==> src/rtl/pipe_pkg.sv <==
// Shared types and screen constants for the pipe field and its helpers.
// Latency: n/a (types and constants only).
// Backpressure: n/a.
package pipe_pkg;

    localparam int COORD_W  = 11;
    localparam int SCREEN_W = 640;
    localparam int SCREEN_H = 480;

    typedef logic [COORD_W-1:0] coord_t;

    typedef enum logic [1:0] {
        IDLE = 2'd0,
        RUN  = 2'd1,
        OVER = 2'd2
    } state_t;

endpackage

==> src/rtl/lfsr8.sv <==
// 8-bit Fibonacci LFSR (taps 8,6,5,4) used to pick pipe gap heights.
// Latency: value advances one step per enabled clock.
// Backpressure: none; enable simply freezes the sequence.
module lfsr8 (
    input  logic       clock,
    input  logic       reset,
    input  logic       enable,
    output logic [7:0] value
);

    // Shift left, feeding back the XOR of taps 8,6,5,4; seed is nonzero so the sequence never locks up.
    always_ff @(posedge clock or negedge reset) begin
        if (!reset) begin
            value <= 8'hA5;
        end else if (enable) begin
            value <= {value[6:0], value[7] ^ value[5] ^ value[4] ^ value[3]};
        end
    end

endmodule

==> src/rtl/pipe_field.sv <==
// Owns the game run state, scrolls two pipes leftward per frame_tick, picks gaps and flags bird/pipe and bird/floor hits.
// Latency: all outputs registered; a hit sampled on one edge shows as collision after that edge.
// Backpressure: none; restart/frame_tick pulses are consumed on arrival. Build option FIXED_GAP_EN: wrapping pipes reload GAP_DEFAULT and no LFSR exists.
module pipe_field
    import pipe_pkg::*;
#(
    parameter int PIPE_W       = 40,
    parameter int PIPE_SPACING = 320,
    parameter int GAP_H        = 120,
    parameter int GAP_MIN      = 60,
    parameter int GAP_DEFAULT  = 180,
    parameter int BIRD_W       = 16,
    parameter int BIRD_H       = 16,
    parameter int SPEED        = 1
) (
    input  logic               clock,
    input  logic               reset,
    input  logic               restart,
    input  logic               frame_tick,
    input  logic [COORD_W-1:0] bird_x,
    input  logic [COORD_W-1:0] bird_y,
    output logic [COORD_W-1:0] pipe1_x,
    output logic [COORD_W-1:0] pipe2_x,
    output logic [COORD_W-1:0] pipe1_gap,
    output logic [COORD_W-1:0] pipe2_gap,
    output logic               collision,
    output logic               running
);

    // One extra bit so edge/sum comparisons never wrap near 2047.
    typedef logic [COORD_W:0] wide_t;

    localparam coord_t SPAWN1_X      = coord_t'(SCREEN_W);
    localparam coord_t SPAWN2_X      = coord_t'(SCREEN_W + PIPE_SPACING);
    localparam coord_t SPEED_C       = coord_t'(SPEED);
    localparam coord_t WRAP_ADD      = coord_t'(2 * PIPE_SPACING - SPEED);
    localparam coord_t GAP_DEFAULT_C = coord_t'(GAP_DEFAULT);

    state_t state;
    coord_t wrap_gap;
    logic   floor_hit;
    logic   any_hit;

    // Bird box overlaps the pipe columns and is not fully inside the opening.
    function automatic logic pipe_hit(input coord_t px, input coord_t gap,
                                      input coord_t bx, input coord_t by);
        logic h_overlap;
        logic v_miss;
        h_overlap = (wide_t'(bx) + wide_t'(BIRD_W) > wide_t'(px)) &&
                    (wide_t'(bx) < wide_t'(px) + wide_t'(PIPE_W));
        v_miss    = (wide_t'(by) < wide_t'(gap)) ||
                    (wide_t'(by) + wide_t'(BIRD_H) > wide_t'(gap) + wide_t'(GAP_H));
        return h_overlap && v_miss;
    endfunction

    // A pipe that cannot step left any more reappears one full spacing pair to the right.
    function automatic coord_t scroll_x(input coord_t px);
        return (px >= SPEED_C) ? coord_t'(px - SPEED_C) : coord_t'(px + WRAP_ADD);
    endfunction

`ifdef FIXED_GAP_EN
    assign wrap_gap = GAP_DEFAULT_C;
`else
    logic [7:0] lfsr_val;

    lfsr8 u_lfsr (
        .clock  (clock),
        .reset  (reset),
        .enable (state == RUN),
        .value  (lfsr_val)
    );

    // Low 7 LFSR bits offset from the minimum gives gap_top in GAP_MIN..GAP_MIN+127.
    assign wrap_gap = coord_t'(GAP_MIN) + coord_t'(lfsr_val & 8'h7F);
`endif

    assign floor_hit = (wide_t'(bird_y) + wide_t'(BIRD_H) >= wide_t'(SCREEN_H));
    assign any_hit   = floor_hit ||
                       pipe_hit(pipe1_x, pipe1_gap, bird_x, bird_y) ||
                       pipe_hit(pipe2_x, pipe2_gap, bird_x, bird_y);

    // Run-state machine with pipe scrolling; restart outranks frame_tick, and a hit still lets that cycle's scroll land.
    always_ff @(posedge clock or negedge reset) begin
        if (!reset) begin
            state     <= IDLE;
            pipe1_x   <= SPAWN1_X;
            pipe2_x   <= SPAWN2_X;
            pipe1_gap <= GAP_DEFAULT_C;
            pipe2_gap <= GAP_DEFAULT_C;
            collision <= 1'b0;
            running   <= 1'b0;
        end else if (restart) begin
            state     <= RUN;
            pipe1_x   <= SPAWN1_X;
            pipe2_x   <= SPAWN2_X;
            pipe1_gap <= GAP_DEFAULT_C;
            pipe2_gap <= GAP_DEFAULT_C;
            collision <= 1'b0;
            running   <= 1'b1;
        end else if (state == RUN) begin
            if (frame_tick) begin
                pipe1_x <= scroll_x(pipe1_x);
                pipe2_x <= scroll_x(pipe2_x);
                if (pipe1_x < SPEED_C) begin
                    pipe1_gap <= wrap_gap;
                end
                if (pipe2_x < SPEED_C) begin
                    pipe2_gap <= wrap_gap;
                end
            end
            if (any_hit) begin
                state     <= OVER;
                collision <= 1'b1;
                running   <= 1'b0;
            end
        end
    end

endmodule

==> config.mk <==
export PLATFORM = sky130hd
export DESIGN_NAME = pipe_field
export DESIGN_NICKNAME = d
export VERILOG_FILES = /design/src/rtl/pipe_pkg.sv /design/src/rtl/lfsr8.sv /design/src/rtl/pipe_field.sv
export SDC_FILE = /design/constraint.sdc
export NUM_CORES = 1
export LEC_CHECK = 0
export ABC_AREA = 1
export BUFFER_PORTS_ARGS = -buffer_cell sky130_fd_sc_hd__buf_2
export CAP_MARGIN = 20
export CORE_MARGIN = 3
export CORE_UTILIZATION = 45
export DETAILED_ROUTE_END_ITERATION = 7
export PLACE_DENSITY = 0.66
export SLEW_MARGIN = 20
export SYNTH_ARGS = -nofsm -noshare
export SYNTH_HDL_FRONTEND = slang
export SYNTH_SLANG_ARGS = --single-unit
==> constraint.sdc <==
create_clock -name clock -period 2.3 [get_ports clock]
set_input_delay 0.23 -clock clock [delete_from_list [all_inputs] [get_ports clock]]
set_output_delay 0.23 -clock clock [all_outputs]
set_load 0.01 [all_outputs]
* After elaboration in Yosys (flattened, before gate mapping)
Cells that the tools add are included.
** Cells by class
- Eq/ne operators :: 1
- Divide/modulo/power cells :: 0
- Bitwise gates (word level) :: 3
- $add $sub $neg :: 11
- Reductions and logical operators :: 17
- Mux-type cells :: 25
- Shift-type cells :: 0
- Multiply operators :: 0
- $lt $le $gt $ge :: 13
** Operators with widths (count)
- two-way mux 11 bit :: 16
- adder 11 x 5 -> 12 bit (second input constant) :: 2
- adder 11 x 6 -> 12 bit (second input constant) :: 2
- adder 11 x 7 -> 12 bit (second input constant) :: 2
- greater-than comparator 12 x 11 -> 1 bit :: 2
- greater-than comparator 12 bit :: 2
- less-than comparator 11 x 12 -> 1 bit :: 2
- adder 11 x 10 -> 11 bit (second input constant) :: 2
- >= comparator 11 x 1 -> 1 bit (second input constant) :: 2
- less-than comparator 11 x 1 -> 1 bit (second input constant) :: 2
- less-than comparator 11 bit :: 2
- subtractor 11 x 1 -> 11 bit (second input constant) :: 2
- >= comparator 12 x 9 -> 1 bit (second input constant) :: 1
- nonzero test 2 bit :: 5
- adder 6 x 7 -> 8 bit (first input constant) :: 1
- two-way mux 1 bit :: 6
- two-way mux 2 bit :: 3
- AND reduction 3 bit :: 2
- logical AND 1 bit :: 4
- logical OR 1 bit :: 4
- AND reduction 2 bit :: 2
- bitwise XOR 1 bit :: 3
- equality test 2 x 1 -> 1 bit (second input constant) :: 1
** Storage, ports and cells
- Output and inout bits :: 46
- Bits in read-only memories :: 0
- Register bits after elaboration :: 56
- Memories :: 0
- Word-level logic and storage cells :: 78
- Latch bits :: 0
- Memory bits (writable) :: 0

* Depth between registers and ports, before layout
Gate-level depths: netlist (run 1).
- Depth in word-level cells :: 9
- Gate-level depth with buffers :: 19

* Modules after synthesis
From an unflattened synthesis (run 1), not the netlist that was laid out.
** Unflattened totals
- Cells, all modules :: 674
- Area, all modules :: 4802.1 µm²
** By module, submodules not included
- pipe_field :: times used 1, cells each 628, sequential area each 1018.5 µm², area an instance 4434.3 µm²
- lfsr8 :: times used 1, cells each 46, sequential area each 205.2 µm², area an instance 367.9 µm²

* Least setup slack after synthesis (run 1)
OpenSTA, ideal clock, no wires.
- Path kind :: reg-to-reg
- Start point :: register pipe2_x[8]
- End point :: register state[0]
- Arrival time :: 2.080 ns
- Cell stages (with the launch flop) :: 18
- Buffers on the path :: 1
- Slack :: 0.092 ns
- Cells stage by stage :: dfstp_2 -> buf_2 -> nand2_1 -> inv_1 -> nand3_1 -> xor2_1 -> ha_1 -> a21oi_1 -> nand2_1 -> nand2_1 -> o21a_1 -> nand2_1 -> nor2_1 -> nand2_1 -> nand3_1 -> nand2_1 -> nand2_1 -> nand2_1
** On the way
- Word-level cells in the longest chain between the ends :: 7
- Elaborated cells on any way between the ends :: 8
** RTL lines
- start, declared :: RTL line pipe_field.sv:23 : output logic [COORD_W-1:0] pipe2_x,
- start signal, assigned :: RTL line pipe_field.sv:103 : pipe2_x <= scroll_x(pipe2_x);
- adder 11 x 6 -> 12 bit :: RTL line pipe_field.sv:50 : (wide_t'(bx) < wide_t'(px) + wide_t'(PIPE_W));
- less-than comparator 11 x 12 -> 1 bit :: RTL line pipe_field.sv:50
- logical AND 1 bit (*) :: RTL line pipe_field.sv:49 : h_overlap = (wide_t'(bx) + wide_t'(BIRD_W) > wide_t'(px)) &&
- logical AND 1 bit (*) :: RTL line pipe_field.sv:53 : return h_overlap && v_miss;
- logical OR 1 bit (*) :: RTL line pipe_field.sv:79 : pipe_hit(pipe1_x, pipe1_gap, bird_x, bird_y) ||
- nonzero test 2 bit (no source line) (*)
- AND reduction 2 bit (no source line) (*)
- end signal, assigned :: RTL line pipe_field.sv:85 : state <= IDLE;
- end signal, assigned :: RTL line pipe_field.sv:93 : state <= RUN;
- end signal, assigned :: RTL line pipe_field.sv:112 : state <= OVER;
- end, declared :: RTL line pipe_field.sv:39 : state_t state;
Every way passes the cells marked *; elsewhere a longest branch is shown, timed or not.
A chain may end at the register's enable or synchronous reset.

* Final worst setup path (run 1)
- Start point :: register pipe1_x[7]
- End point :: register state[0]
** On the way
- Word-level cells in the longest chain between the ends :: 8
- Elaborated cells on any way between the ends :: 9
** RTL lines
- start, declared :: RTL line pipe_field.sv:22 : output logic [COORD_W-1:0] pipe1_x,
- start signal, assigned :: RTL line pipe_field.sv:102 : pipe1_x <= scroll_x(pipe1_x);
- adder 11 x 6 -> 12 bit :: RTL line pipe_field.sv:50
- less-than comparator 11 x 12 -> 1 bit :: RTL line pipe_field.sv:50
- logical AND 1 bit (*) :: RTL line pipe_field.sv:49
- logical AND 1 bit (*) :: RTL line pipe_field.sv:53
- logical OR 1 bit (*) :: RTL line pipe_field.sv:78 : assign any_hit = floor_hit ||
- logical OR 1 bit (*) :: RTL line pipe_field.sv:79
- nonzero test 2 bit (no source line) (*)
- AND reduction 2 bit (no source line) (*)
Marks and branches as above.

==> results.py, run 1 <==
metrics = {
    "sta": {
        "fin_crit_sh": 0.982,
        "fin_hold_ws_ns": 0.0192,
        "layout_min_cycle_time_ns": 2.26,
        "skew_ns": 0.0102,
        "setup_viol": 0,
        "final_max_slew_viol_count": 0,
        "timing.fmax_ghz": 0.443,
        "worst_slew_pin_slew_ns": 0.653,
        "rsz0062_at_grt": "yes",
        "hold_viol": 0,
        "slew_headroom": 0.564,
        "setup-tns-final_ns": 0,
    },
    "flow_run": {
        "cap_violations": 0,
    },
    "global_route": {
        "grt.overflow.total": 0,
        "grt_pass1_vias": 4421,
        "grt_pass1_wl_microns": 21200,
        "grt_max_degree": 49,
        "groute.usage.overall": 0.227,
        "grt_antenna_before_repair": 0,
    },
    "synth": {
        "synth_top_area_frac": 0.214,
        "synth.yosys.warnings": 0,
        "synth_common_cells": "nand2_1, inv_1, ha_1",
        "synth_cell_type_count": 35,
        "ys_ff_latch": 48,
        "synth_most_common_cell": "nand2_1",
        "syn_avg_cell_area_sq_um": 7.21,
        "netlist_area_sq_mm": 0.00468,
        "synth_area_leaders": "ha_1, dfrtp_1, nand2_1, dfstp_2, inv_1",
        "synthFlopType": "dfrtp_1",
        "ys_seq_area_frac": 0.261,
        "syn_inst": 649,
        "synth.largest_area_cell": "ha_1",
        "synth_edf_count": 0,
        "async_flop_share": 1.00,
    },
    "clock_tree": {
        "clkTransAtPathRegs_ns": 0.10,
        "cts_hold_buf": 0,
        "cts_buffers": 5,
        "cts_root_buf": "clkbuf_8",
        "cts.sinks": 48,
        "cts_tree": "built",
        "htree_levels": 2,
        "clockBufferDepth": 2,
        "clkLatencyLatePin_ns": 0.31,
    },
    "worst_setup_path": {
        "cpMostUsedCell": "nand2_1",
        "required_ns": 2.49,
        "crit_fanout": 3,
        "slowest_delay_ns": 0.54,
        "cp_cell_sequence": "nand2_1, inv_1, nand3_1, xor2_1, ha_1, a21oi_2, nand2_2, a22oi_2, nand2_1, nor2_2, nand2_1, nand3_2, nand2_2, nand2_1, nand2_1",
        "worstSetupPathType": "flip-flop to flip-flop",
        "slowest_stage": "dfstp_2",
        "arrival_ns": 2.45,
        "end_kind": "flip-flop",
        "crit_path_start_kind": "flip-flop",
    },
    "pwr": {
        "finalPower_mw": 3.02,
        "p_leak_nw": 2.97,
        "powerDensity_mw_per_mm2": 530,
        "ir_drop_mv": 0.327,
    },
    "status": {
        "status": "completed",
    },
    "route": {
        "drc": 0,
        "drt_iter0_markers": 266,
        "dr.pass1.iters": 5,
        "viasPerCell": 5.20,
        "ant_nets": 0,
        "drt_wl_total_microns": 13100,
        "post_drt_wl_per_cell_microns": 14.7,
        "route.vias.total": 4630,
    },
    "floorplan": {
        "die_area_sq_mm": 0.0117,
        "die_y_microns": 108,
        "rows": 36,
        "ios": 72,
        "dieWidth_microns": 108,
        "start_util": 0.470,
        "core_sq_mm": 0.00995,
    },
    "placement": {
        "dp_hpwl_microns": 10500,
        "port_buffers": 65,
        "gp_congestion": 0.926,
    },
    "worst_hold_path": {
        "hold_class": "primary input to asynchronous set/reset pin",
    },
    "finish": {
        "syn_to_final_growth_pct": 21.8,
        "fillCellCount": 960,
        "fin_nets": 863,
        "drive_gt1_frac": 0.247,
        "n_antenna_cell": 0,
    },
}
logic make-up after synthesis:
kind of cell / count (synthesis) / share of synthesized area
flops: 48 / 0.261
other cells: 1 / 0.000801
simple gates: 261 / 0.240
fa+ha+maj: 80 / 0.214
compound gates: 112 / 0.129
xor+xnor: 28 / 0.0524
buf+inv: 119 / 0.102
cell type report:
cell class	instances	area [sq um]	area share
Multi-Input combinational cell	487	3140	0.551
Sequential cell	48	1230	0.216
Timing Repair Buffer	112	682	0.120
Inverter	103	387	0.0678
Tap cell	133	166	0.0292
Clock buffer	7	86.3	0.0151
Clock inverter	1	7.51	0.00132
timing repair:
action	in CTS	in global routing
resized for setup	13	30
pin swaps	10	21
setup endpoints to repair	2	2
setup buffers	3	7
registers in the layout, summed over array words and instances (netlist names):
signal        flops
u_lfsr.value      8
collision         1
pipe1_x          11
pipe2_gap         8
state             1
pipe2_x          11
pipe1_gap         8
final timing paths:
path / startpoint / to / slack, ns / cells past startpoint
worst max register to register: pipe1_x[7] / state[0] / 0.04 / 15
max in group asynchronous: reset / pipe1_x[4] / 1.79 / 2
worst min register to register: pipe1_gap[7] / pipe1_gap[7] / 0.51 / 2
min in group clock: frame_tick / pipe2_x[1] / 0.34 / 3
worst min-delay path: reset / pipe2_x[10] / 0.02 / 2
worst max-delay path: pipe1_x[7] / state[0] / 0.04 / 15
critical path, delay by kind of cell, from the launching register on:
family / cells / cell delay (ns)
simple gates: 10 / 0.71
flops: 1 / 0.54
compound gates: 2 / 0.35
fa+ha+maj: 1 / 0.33
xor+xnor: 1 / 0.15
buf+inv: 1 / 0.07
report_power, final:
part           leakage, nW  total (mW)  switching (mW)  internal, mW
clock               0.0445       0.546           0.301         0.245
sequential           0.583        1.02          0.0866         0.931
combinational         2.34        1.46           0.861         0.596
total                 2.97        3.02            1.25          1.77
stage by stage:
stage / worst slack, ns / cell area (sq um) / cells / utilization
6_report: 0.0409 / 5700 / 891 / 0.573
5_1_grt: -0.113 / 5700 / 891 / 0.573
4_1_cts: 0.00338 / 5540 / 884 / 0.557
3_5_place_dp: -0.139 / 5380 / 873 / 0.540
3_3_place_gp: -0.00630 / 5380 / 873 / 0.540
2_1_floorplan: 0.0918 / 4700 / 654 / -
placed cells by master, fill, tap and decap left out, types with 3 or more instances in the layout:
cell	synthesis	routed
a21o_1	3	3
a21oi_1	45	37
a21oi_2	0	6
buf_2	4	65
buf_4	7	46
clkbuf_8	0	6
conb_1	1	6
dfrtp_1	30	25
dfrtp_2	0	5
dfstp_2	18	18
ha_1	80	76
ha_4	0	3
inv_1	93	90
inv_2	9	12
nand2_1	129	127
nand2_2	1	3
nand3_1	43	38
nand3_2	0	5
nand3b_1	3	3
nand4_1	10	10
nor2_1	51	45
nor2_2	3	7
nor2_4	1	3
nor3_1	16	16
o21a_1	4	4
o21ai_0	41	40
o21ai_1	8	9
xnor2_1	5	5
xor2_1	23	23
routing by layer:
| metal | up-vias | track usage | routed length, microns |
|---|---|---|---|
| met5 | - | 0 | 0 |
| li1 | 2339 | - | - |
| met1 | 2172 | 0.325 | 6270 |
| met4 | 0 | 0.0424 | 161 |
| met3 | 12 | 0.0281 | 598 |
| met2 | 107 | 0.373 | 6030 |
No activity file was read; power rests on OpenSTA's default activity.
==> run 2, diff against run 1 <==
- CORE_ASPECT_RATIO: not set -> 0.8
==> results.py, run 2 (synthesis gave the netlist of run 1 again) <==
metrics = {
    "finish": {
        "fillCellCount": 956,
        "mostFrequentLayoutCell": "nand2_1",
        "syn_to_final_growth_pct": 22.5,
        "drive_gt1_frac": 0.236,
        "multiInputGateArea_sq_mm": 0.00314,
        "n_antenna_cell": 0,
        "final_area_sq_mm": 0.00574,
        "reg_top3": "pipe1_x (11), pipe2_x (11)",
        "mostFrequentLayoutCells": "nand2_1, inv_1, ha_1",
        "fin_nets": 858,
        "regArea_sq_mm": 0.00123,
    },
    "route": {
        "route.vias.total": 4552,
        "drt_wl_total_microns": 12900,
        "viasPerCell": 5.12,
        "dr.pass1.iters": 5,
        "drc": 0,
        "drt_iter0_markers": 237,
        "ant_nets": 0,
        "post_drt_wl_per_cell_microns": 14.6,
    },
    "pwr": {
        "powerDensity_mw_per_mm2": 580,
        "ir_drop_mv": 0.323,
        "switchingPower_mw": 1.30,
        "p_leak_nw": 2.98,
        "clockPowerShare": 0.261,
        "p_int_mw": 2.03,
        "seqPwrFrac": 0.303,
        "swShare": 0.391,
        "p_comb_frac": 0.436,
        "finalPower_mw": 3.33,
    },
    "global_route": {
        "grt_pass1_vias": 4362,
        "grt_antenna_before_repair": 0,
        "grt_pass1_wl_microns": 21700,
        "grt_max_degree": 24,
        "groute.usage.overall": 0.227,
        "grt.overflow.total": 0,
    },
    "placement": {
        "dp_hpwl_microns": 10500,
        "gp_congestion": 0.948,
        "port_buffers": 65,
        "place_area_sq_mm": 0.00539,
        "dp_slack_ns": -0.105,
    },
    "sta": {
        "rsz0062_at_grt": "yes",
        "hold_viol": 0,
        "setup_slack_ns": 0.0361,
        "setup_viol": 0,
        "fin_crit_sh": 0.984,
        "skew_ns": 0.00743,
        "worst_slew_pin_slew_ns": 0.595,
        "slew_headroom": 0.603,
        "final_max_slew_viol_count": 0,
        "timing.fmax_ghz": 0.442,
        "layout_min_cycle_time_ns": 2.26,
    },
    "worst_setup_path": {
        "crit_fanout": 3,
        "end_kind": "flip-flop",
        "required_ns": 2.48,
        "worstSetupPathType": "flip-flop to flip-flop",
        "arrival_ns": 2.44,
        "rrSetupSlack_ns": 0.04,
        "crit_path_start_kind": "flip-flop",
    },
    "floorplan": {
        "ios": 72,
        "start_util": 0.473,
        "core_sq_mm": 0.00989,
        "rows": 32,
        "die_y_microns": 97.2,
        "dieWidth_microns": 120,
        "die_area_sq_mm": 0.0117,
    },
    "clock_tree": {
        "htree_levels": 2,
        "cts_root_buf": "clkbuf_16",
        "clockBufferDepth": 2,
        "clkLatencyLatePin_ns": 0.29,
        "cts.sinks": 48,
        "clkTransAtPathRegs_ns": 0.07,
        "cts_tree": "built",
        "cts_buffers": 5,
    },
    "worst_hold_path": {
        "hold_class": "primary input to flip-flop",
    },
    "status": {
        "status": "completed",
    },
    "flow_run": {
        "cap_violations": 0,
    },
}
run 2: cell types whose count changed in the layout (fill, tap and decap cells not counted), moves of 2 or more:
cell	previous run	this run
xor2_2	0	2
nor2_1	45	43
buf_4	46	41
a21oi_2	6	4
nor2_4	3	5
clkbuf_8	6	0
a21oi_1	37	40
clkbuf_16	0	5
dfrtp_1	25	28
dfrtp_2	5	2
xor2_1	23	21
run 2: timing repair:
| action | in CTS | in global routing |
|---|---|---|
| endpoints found under the setup margin | 2 | 7 |
| hold buffers | 1 | 0 |
| gates cloned | 0 | 0 |
| pin swaps | 4 | 22 |
| endpoints found under the hold margin | 13 | 0 |
| gates resized for setup | 10 | 28 |
| buffers inserted | 2 | 1 |
run 2: through the flow:
step	hold slack, ns	instances	utilization	TNS (ns)
finish	0.317	889	0.580	0
global route	0.334	889	0.580	-0.235
CTS	0.309	888	0.568	-0.00380
detailed placement	0.273	877	0.545	-0.199
global placement	0.269	877	0.545	-0.118
floorplan	-0.0656	654	-	0
run 2: layout make-up:
| class | count | share of cell area |
|---|---|---|
| clock buffers | 5 | 0.0218 |
| clock inverters | 3 | 0.00807 |
| inverters | 103 | 0.0674 |
| multi-input cells | 487 | 0.547 |
| flip-flops and latches | 48 | 0.214 |
| well taps | 136 | 0.0297 |
| repair buffers | 107 | 0.112 |
run 2: worst max-delay path, stage by stage (launching register included):
cell	delay (ns)
dfrtp_1	0.40
a21oi_2	0.09
nor2_2	0.19
nand3_2	0.12
xor2_2	0.15
ha_1	0.34
a21oi_2	0.13
nand2_1	0.08
a22oi_2	0.15
nand2_1	0.08
nor2_2	0.13
nand2_1	0.07
nand3_2	0.08
nand2_2	0.05
nand2_1	0.05
nand2_1	0.04
run 2: path summary, 6_finish.rpt:
check                             endpoint  depth (start not counted)            start
max in group asynchronous     pipe2_gap[7]                          3            reset
setup reg to reg                  state[0]                         15       pipe1_x[3]
setup / recovery                  state[0]                         15       pipe1_x[3]
hold reg to reg            u_lfsr.value[7]                          2  u_lfsr.value[7]
min in group asynchronous       pipe2_x[2]                          2            reset
hold / removal                  pipe1_x[1]                          3       frame_tick
run 2: power by group through the flow:
stage	logic, mW	clock network (mW)	registers, mW
after global routing	1.66	0.924	1.02
after CTS	1.40	0.887	0.996
final	1.45	0.868	1.01
after global placement	1.33	0	1.00
after detailed placement	1.36	0	1.01
after floorplan	0.842	0	1.05
run 2: per-layer routing:
| layer | share of wire | global-route usage |
|---|---|---|
| met4 | 0.0061 | 0.0335 |
| met3 | 0.065 | 0.0413 |
| met1 | 0.52 | 0.364 |
| met2 | 0.41 | 0.318 |
| met5 | 0 | 0 |
